==> src/rtl/v_fsm_pkg.sv <==
// Shared encodings for the v_fsm_1 sequencer/checker: controller states,
// pass phases, and the target FSM state codes used for bench-side prediction.
package v_fsm_pkg;

    typedef enum logic [1:0] {
        IDLE = 2'b00,
        RUN  = 2'b01,
        DONE = 2'b10
    } ctrl_state_t;

    // Each pass is three cycles: x1 is presented only in P0.
    localparam logic [1:0] P0 = 2'd0;
    localparam logic [1:0] P1 = 2'd1;
    localparam logic [1:0] P2 = 2'd2;

    // Target FSM states; S1 is the reset state and drives outp=1.
    localparam logic [1:0] S1 = 2'd0;
    localparam logic [1:0] S2 = 2'd1;
    localparam logic [1:0] S3 = 2'd2;
    localparam logic [1:0] S4 = 2'd3;

endpackage

==> src/rtl/v_fsm_seq.sv <==
// Drives one v_fsm_1 instance through a programmed run of 3-cycle passes,
// captures its output once per pass and flags the first deviation.
module v_fsm_seq
    import v_fsm_pkg::*;
#(
    parameter int MAX_PASS = 8,
    parameter int LEN_W    = 4
) (
    input  logic                clk,
    input  logic                reset,
    input  logic                start,
    input  logic                abort,
    input  logic [MAX_PASS-1:0] cmd,
    input  logic [LEN_W-1:0]    len,
    output logic                busy,
    output logic                done,
    output logic [MAX_PASS-1:0] result,
    output logic                err,
    output logic [LEN_W-1:0]    err_pass,
    output logic                fsm_reset,
    output logic                fsm_x1,
    input  logic                fsm_outp
);

    localparam int PASS_W = (MAX_PASS > 1) ? $clog2(MAX_PASS) : 1;

    ctrl_state_t         state;
    logic [1:0]          phase;
    logic [LEN_W-1:0]    pass;
    logic [MAX_PASS-1:0] cmd_q;
    logic [LEN_W-1:0]    len_q;

    logic [PASS_W-1:0]   pidx;
    logic [PASS_W-1:0]   pidx_nx;
    logic                last_pass;
    logic                exp_outp;
    logic [LEN_W-1:0]    len_clamp;

    assign pidx      = pass[PASS_W-1:0];
    assign pidx_nx   = pidx + PASS_W'(1);
    assign last_pass = (pass == len_q - LEN_W'(1));
    assign len_clamp = (len > LEN_W'(MAX_PASS)) ? LEN_W'(MAX_PASS) : len;

    // Target leaves reset in S1 (outp=1); a pass with x1=1 walks S3,S4 and
    // holds outp high for phases 1-2, then every pass restarts from S2 (outp=0).
    always_comb begin
        exp_outp = 1'b0;
        if (phase == P0)
            exp_outp = (pass == '0);
        else
            exp_outp = cmd_q[pidx];
    end

    always_ff @(posedge clk) begin
        if (reset) begin
            state     <= IDLE;
            phase     <= P0;
            pass      <= '0;
            cmd_q     <= '0;
            len_q     <= '0;
            busy      <= 1'b0;
            done      <= 1'b0;
            result    <= '0;
            err       <= 1'b0;
            err_pass  <= '0;
            fsm_x1    <= 1'b0;
            fsm_reset <= 1'b1;
        end else begin
            done <= 1'b0;
            case (state)
                IDLE: begin
                    busy      <= 1'b0;
                    fsm_x1    <= 1'b0;
                    fsm_reset <= 1'b1;
                    if (start) begin
                        cmd_q    <= cmd;
                        len_q    <= len_clamp;
                        result   <= '0;
                        err      <= 1'b0;
                        err_pass <= '0;
                        phase    <= P0;
                        pass     <= '0;
                        if (len == '0) begin
                            state <= DONE;
                            done  <= 1'b1;
                        end else begin
                            state     <= RUN;
                            busy      <= 1'b1;
                            fsm_reset <= 1'b0;
                            fsm_x1    <= cmd[0];
                        end
                    end
                end

                RUN: begin
                    if ((fsm_outp != exp_outp) && !err) begin
                        err      <= 1'b1;
                        err_pass <= pass;
                    end
                    if (phase == P2)
                        result[pidx] <= fsm_outp;

                    // Abort has priority over normal completion so it always flags err.
                    if (abort) begin
                        state     <= DONE;
                        done      <= 1'b1;
                        busy      <= 1'b0;
                        fsm_reset <= 1'b1;
                        fsm_x1    <= 1'b0;
                        err       <= 1'b1;
                        if (!err)
                            err_pass <= pass;
                    end else if ((phase == P2) && last_pass) begin
                        state     <= DONE;
                        done      <= 1'b1;
                        busy      <= 1'b0;
                        fsm_reset <= 1'b1;
                        fsm_x1    <= 1'b0;
                    end else if (phase == P2) begin
                        phase  <= P0;
                        pass   <= pass + LEN_W'(1);
                        fsm_x1 <= cmd_q[pidx_nx];
                    end else begin
                        phase  <= phase + 2'd1;
                        fsm_x1 <= 1'b0;
                    end
                end

                DONE: begin
                    state     <= IDLE;
                    busy      <= 1'b0;
                    fsm_x1    <= 1'b0;
                    fsm_reset <= 1'b1;
                end

                default: begin
                    state     <= IDLE;
                    busy      <= 1'b0;
                    fsm_x1    <= 1'b0;
                    fsm_reset <= 1'b1;
                end
            endcase
        end
    end

endmodule

==> config.mk <==
export PLATFORM = sky130hd
export DESIGN_NAME = v_fsm_seq
export DESIGN_NICKNAME = d
export VERILOG_FILES = /design/src/rtl/v_fsm_pkg.sv /design/src/rtl/v_fsm_seq.sv
export SDC_FILE = /design/constraint.sdc
export NUM_CORES = 1
export LEC_CHECK = 0
export CORE_ASPECT_RATIO = 1.2
export CORE_UTILIZATION = 52
export CTS_CLUSTER_DIAMETER = 40
export DETAILED_ROUTE_END_ITERATION = 8
export PLACE_DENSITY = 0.79
export SYNTH_ARGS = -nofsm -noshare
export SYNTH_HDL_FRONTEND = slang
export SYNTH_SLANG_ARGS = --single-unit
==> constraint.sdc <==
create_clock -name clk -period 3.07 [get_ports clk]
set_input_delay 0.614 -clock clk [delete_from_list [all_inputs] [get_ports clk]]
set_output_delay 0.614 -clock clk [all_outputs]
set_load 0.005 [all_outputs]
**Word-level counts from Yosys, hierarchy flattened**

Index checks and enable logic that the tools add are counted.

- Input bits: 17
- Register bits: 37
- Logic and storage cells: 101
- Output and inout bits: 17

- Reduce and logical (&&, ||, !) cells: 16
- $add $sub $neg: 4
- Magnitude comparators: 4
- Multiplexer cells: 55
- Equal/unequal tests: 10

Operator list:

| cell | count |
|---|---|
| 4-bit 2-to-1 mux | 8 |
| 1-bit 2-to-1 mux | 23 |
| 2-bit 2-to-1 mux | 8 |
| 8-bit 2-to-1 mux | 2 |
| 4-bit one-hot mux with 2 select lines | 2 |
| 8-bit one-hot mux with 2 select lines | 1 |
| 1-bit one-hot mux with 2 select lines | 5 |
| 8-bit bitwise mux | 1 |
| 4-bit zero test | 2 |
| 3-bit by 4-bit < comparator with 1-bit output (second input constant) | 2 |
| 2-bit != test (second input constant) | 4 |
| 2-bit one-hot mux with 2 select lines | 2 |
| 1-bit binary-select mux with 3-bit select | 2 |
| 3-bit != test (second input constant) | 2 |
| 2-bit AND reduction | 3 |
| 3-bit AND reduction | 2 |
| 5-bit AND reduction | 1 |
| 4-bit by 1-bit adder with 4-bit output (second input constant) | 1 |
| 4-bit equality test | 1 |
| 4-bit > comparator (second input constant) | 1 |
| 2-bit zero test | 2 |
| 4-bit AND reduction | 1 |
| 4-bit by 1-bit subtractor with 4-bit output (second input constant) | 1 |
| 3-bit by 1-bit adder with 3-bit output (second input constant) | 1 |
| other kinds (9) | 11 |

**Depth between registers and ports, before layout**

- Depth after elaboration: 9
- Mapped depth: 10
- Gate-level depth less buffers: 8

**Worst setup path before layout**

OpenSTA, ideal clock, no wires.

- Path kind: register to register
- Start: register pass[0]
- End: register err_pass[0]
- Period minus slack after synthesis: 2285 ps
- Data required time: 2953 ps
- Stages on the path, launching flop included: 11
- Arrival time: 2168 ps
- Path slack: 785 ps
- Cell sequence: dfxtp_1 buf_6 clkbuf_1 inv_1 ha_1 or3b_4 xor2_1 a21oi_2 nor2_1 a311o_2 a32o_2

- Longest elaborated chain between the ends: 9

RTL lines:

| element | line | text |
|---|---|---|
| start, declared | v_fsm_seq.sv:29 | `logic [LEN_W-1:0] pass;` |
| start signal, assigned | v_fsm_seq.sv:121 | `pass <= pass + LEN_W'(1);` |
| 1-bit binary-select mux with 3-bit select | v_fsm_seq.sv:51 | `exp_outp = cmd_q[pidx];` |
| 1-bit 2-to-1 mux (implied by the code) | v_fsm_seq.sv:51 |  |
| 1-bit 2-to-1 mux | v_fsm_seq.sv:48 | `if (phase == P0)` |
| 1-bit != test | v_fsm_seq.sv:96 | `if ((fsm_outp != exp_outp) && !err) begin` |
| 1-bit logical AND | v_fsm_seq.sv:96 |  |
| 4-bit 2-to-1 mux | v_fsm_seq.sv:96 |  |
| 4-bit 2-to-1 mux | v_fsm_seq.sv:111 | `if (!err)` |
| 4-bit 2-to-1 mux (*) | v_fsm_seq.sv:104 | `if (abort) begin` |
| 4-bit one-hot mux with 2 select lines (*) | v_fsm_seq.sv:70 | `case (state)` |
| end signal, assigned | v_fsm_seq.sv:98 | `err_pass <= pass;` |
| end signal, assigned | v_fsm_seq.sv:112 | `err_pass <= pass;` |
| end, declared | v_fsm_seq.sv:19 | `output logic [LEN_W-1:0] err_pass,` |

Every way passes the cells marked *; elsewhere a longest branch is shown, timed or not. The select of a mux whose other input is x is not followed.
A chain may end at the register's enable or synchronous reset.

**Worst setup path in the final report**

- Start: register pass[1]
- End: register err_pass[1]

Same word-level chain as after synthesis.

==> impl_results.md <==
- Clk_lat worst skew: 290 ps
- Synth area leader: dfxtp_1
- Clock tree buffer depth: 2
- Cell with the most instances after synthesis: dfxtp_1
- Antenna Nets Post-Route: 0
- Crit path kind: reg -> reg
- Worst-Margin Slew: 800 ps
- GP Congestion: 0.837
- WHS Endpoint: busy
- Fmax: 426 MHz
- Final period utilization: 76.5%
- Slew headroom: 46.5%
- Worst r2r src: pass[1]
- Cts repair resizes: 0
- Mapped Nets: 240
- Initial antenna violation count: 0
- Post-synthesis mux area share: 6.37%
- Max-cap viol count: 0
- Top cell type's share of synthesized area: 39.7%
- Worst slack, placed: 707 ps
- Worst min path class: reg -> reg
- GRT Util Overall: 23.9%
- Worst-path cell chain: inv_1 -> ha_1 -> or3b_4 -> xor2_1 -> a21oi_2 -> nor2_1 -> a311o_2 -> a32o_2
- Synth cell types: 48
- P per Cell Area: 457 nW/um2
- Final WL: 4.14 mm
- TritonCTS clock tree: yes
- DP HPWL: 2.95 mm
- Largest family of logic cells by synthesized area: compound AO/OA/AOI/OAI gates
- Adder-Cell Fraction of Synth Area: 2.01%
- Final Max Tran Viols: 0
- Setup_tns: 0 ps
- Compound-Gate Fraction of Synth Area: 21.5%
- Largest net degree at the start of global routing: 31
- Cts hold-fix bufs: 0
- Post-Synth XOR/XNOR Area: 4.49%
- Ant. Diodes: 0
- Post-Syn Area: 1870 um2
- CP Max Fanout: 15
- Top delay family on crit path: compound AO/OA/AOI/OAI gates
- Die area: 3830 um2
- Drt wl/cell: 14.4 um
- DRC Markers: 6
- Critical Path Max Stage Delay: 460 ps
- Buf+Inv Stages, Crit Path: 1
- Area Overhead vs Synth: 22.7%
- Share of cells above drive strength 1: 8.76%
- FF-to-FF setup slack: 720 ps
- Synthesized instance count: 220
- TritonCTS Sinks: 37
- Hold path depth: 2
- Final hold violations: 0
- CP startpoint kind: flip-flop
- Syn Area/Cell: 8.48 um2
- Stages on worst setup path: 8
- H-Tree Depth: 2
- FF-to-FF path depth: 8
- Simple-gate share of the synthesized area: 21.2%
- Grt total ovfl: 0
- Async set-reset flop share out of synthesis: 0%
- Final clock skew: 5.42 ps
- Post-CTS Setup Inserts: 0
- Synth Flop Type: dfxtp_1
- Count of input and output buffers: 33
- Top post-synthesis cells by area: dfxtp_1, a21oi_1, nand2_1
- Die Wd: 56.7 um
- Worst vdd ir: 0.293 mV
- Global-route wire length before repair: 7.00 mm
- Commonest cells in the netlist: dfxtp_1, nand2_1, a21oi_1, nor2_1, nor3_1
- Failing checks: DRC
- DR pass1 iterations: 7
- Initial core utilization: 54.9%
- Final min period: 2350 ps
- R2R Path End: err_pass[1]
- Final worst slack: 721 ps
- Iteration-0 DRC Markers: 81
- Leakage power: 0.852 nW
- Yosys Warn Count: 0
- RSZ-0062 raised after global routing: false
- Row Count: 23
- Sequential area share after synthesis: 39.7%
- Vias per inst: 5.88
- Total I/O pin count: 34
- Required @ worst endpoint: 3260 ps
- CP arrival: 2540 ps
- Routed vias: 1693
- Final #Nets: 271
- Finish-stage setup viols: 0
- DIE HEIGHT: 67.6 um
- CP Capture Type: flip-flop
- Clock transition at the registers of the reported paths: 70 ps
- Slowest CP cell: dfxtp_1
- Hold path startpoint: busy
- Synthesis-stage register bit count: 37
- Vias in the first global route: 1528
- Post-synth EDFFs: 0
- Status: complete, but fails checks
- Placeable core area: 3400 um2
- Root Buffer: clkbuf_8
- CTS Buf Count: 5
-- worst max path at each step --
| stage | startpoint | endpoint |
|---|---|---|
| 5_1_grt | pass[1] | err_pass[3] |
| 6_report | pass[1] | err_pass[1] |
| 4_1_cts | pass[1] | err_pass[1] |
| 3_5_place_dp | fsm_outp | err_pass[1] |
| 2_1_floorplan | pass[0] | err_pass[0] |
| 3_3_place_gp | fsm_outp | err_pass[0] |
-- power breakdown --
part	switching [W]	internal, W	leakage [nW]
logic	0.000101	0.0000837	0.506
clock network	0.000161	0.000178	0.0443
registers	0.0000197	0.000503	0.301
-- per-stage QoR --
step                utilization, %  std cells  area, um2  hold WS, ps  power (W)
detailed placement            64.8        281       2200          444   0.000716
global placement              64.8        281       2200          435   0.000713
finish                        67.4        288       2290          449    0.00105
floorplan                        -        220       1870          443   0.000651
CTS                           67.4        288       2290          454    0.00105
global route                  67.4        288       2290          486    0.00110
-- per-layer routing --
metal,part of all wire (%),GRT usage (%),vias up
met3,4.6,6.32,5
li1,-,-,853
met2,48,38.2,50
met1,45,29.2,785
met5,0,0,-
met4,1.6,13.8,0
-- logic make-up after synthesis --
group                    after synthesis
multiplexers                           8
AO/OA/AOI/OAI                         61
XOR/XNOR                               8
buffers and inverters                 19
adder cells (fa/ha/maj)                3
flip-flops                            37
AND/OR/NAND/NOR                       84
-- area by class of cell --
class	count	area (um2)
sequential	37	741
tap	37	46.3
inverter	7	26.3
clock buffer	7	86.3
multi-input combinational	164	1040
timing repair buffer	36	353
fill	296	1110
-- state kept, by name, indices dropped and copies added, names as in the netlist --
register   count
result         8
fsm_reset      1
done           1
pass           4
cmd_q          8
len_q          4
phase          2
err            1
state          2
err_pass       4
fsm_x1         1
busy           1
-- tightest hold or removal path: stages (launching register included) --
cell,delay (ps)
dfxtp_1,310
nand2_1,50
o21ai_1,50
-- layout by cell type, fill, tap and decap left out, types with 2 or more instances in the layout --
cell	n
a21oi_1	24
clkdlybuf4s50_1	33
xor2_1	4
buf_4	3
or3_1	4
nand3b_1	3
inv_1	5
nor2_1	18
nor2b_1	2
dfxtp_1	37
nand2b_1	4
o21ai_0	5
a22o_1	2
o31ai_1	2
nor4_1	2
a32o_2	4
o32ai_1	2
mux2i_1	4
o21bai_1	2
o21ai_1	6
clkbuf_8	6
nand2_1	32
nand3_1	3
a22oi_1	5
mux4_2	3
nand4_1	3
nor3_1	9
ha_1	3
xnor2_1	3
Note: power is estimated with default switching activity, not from simulation.
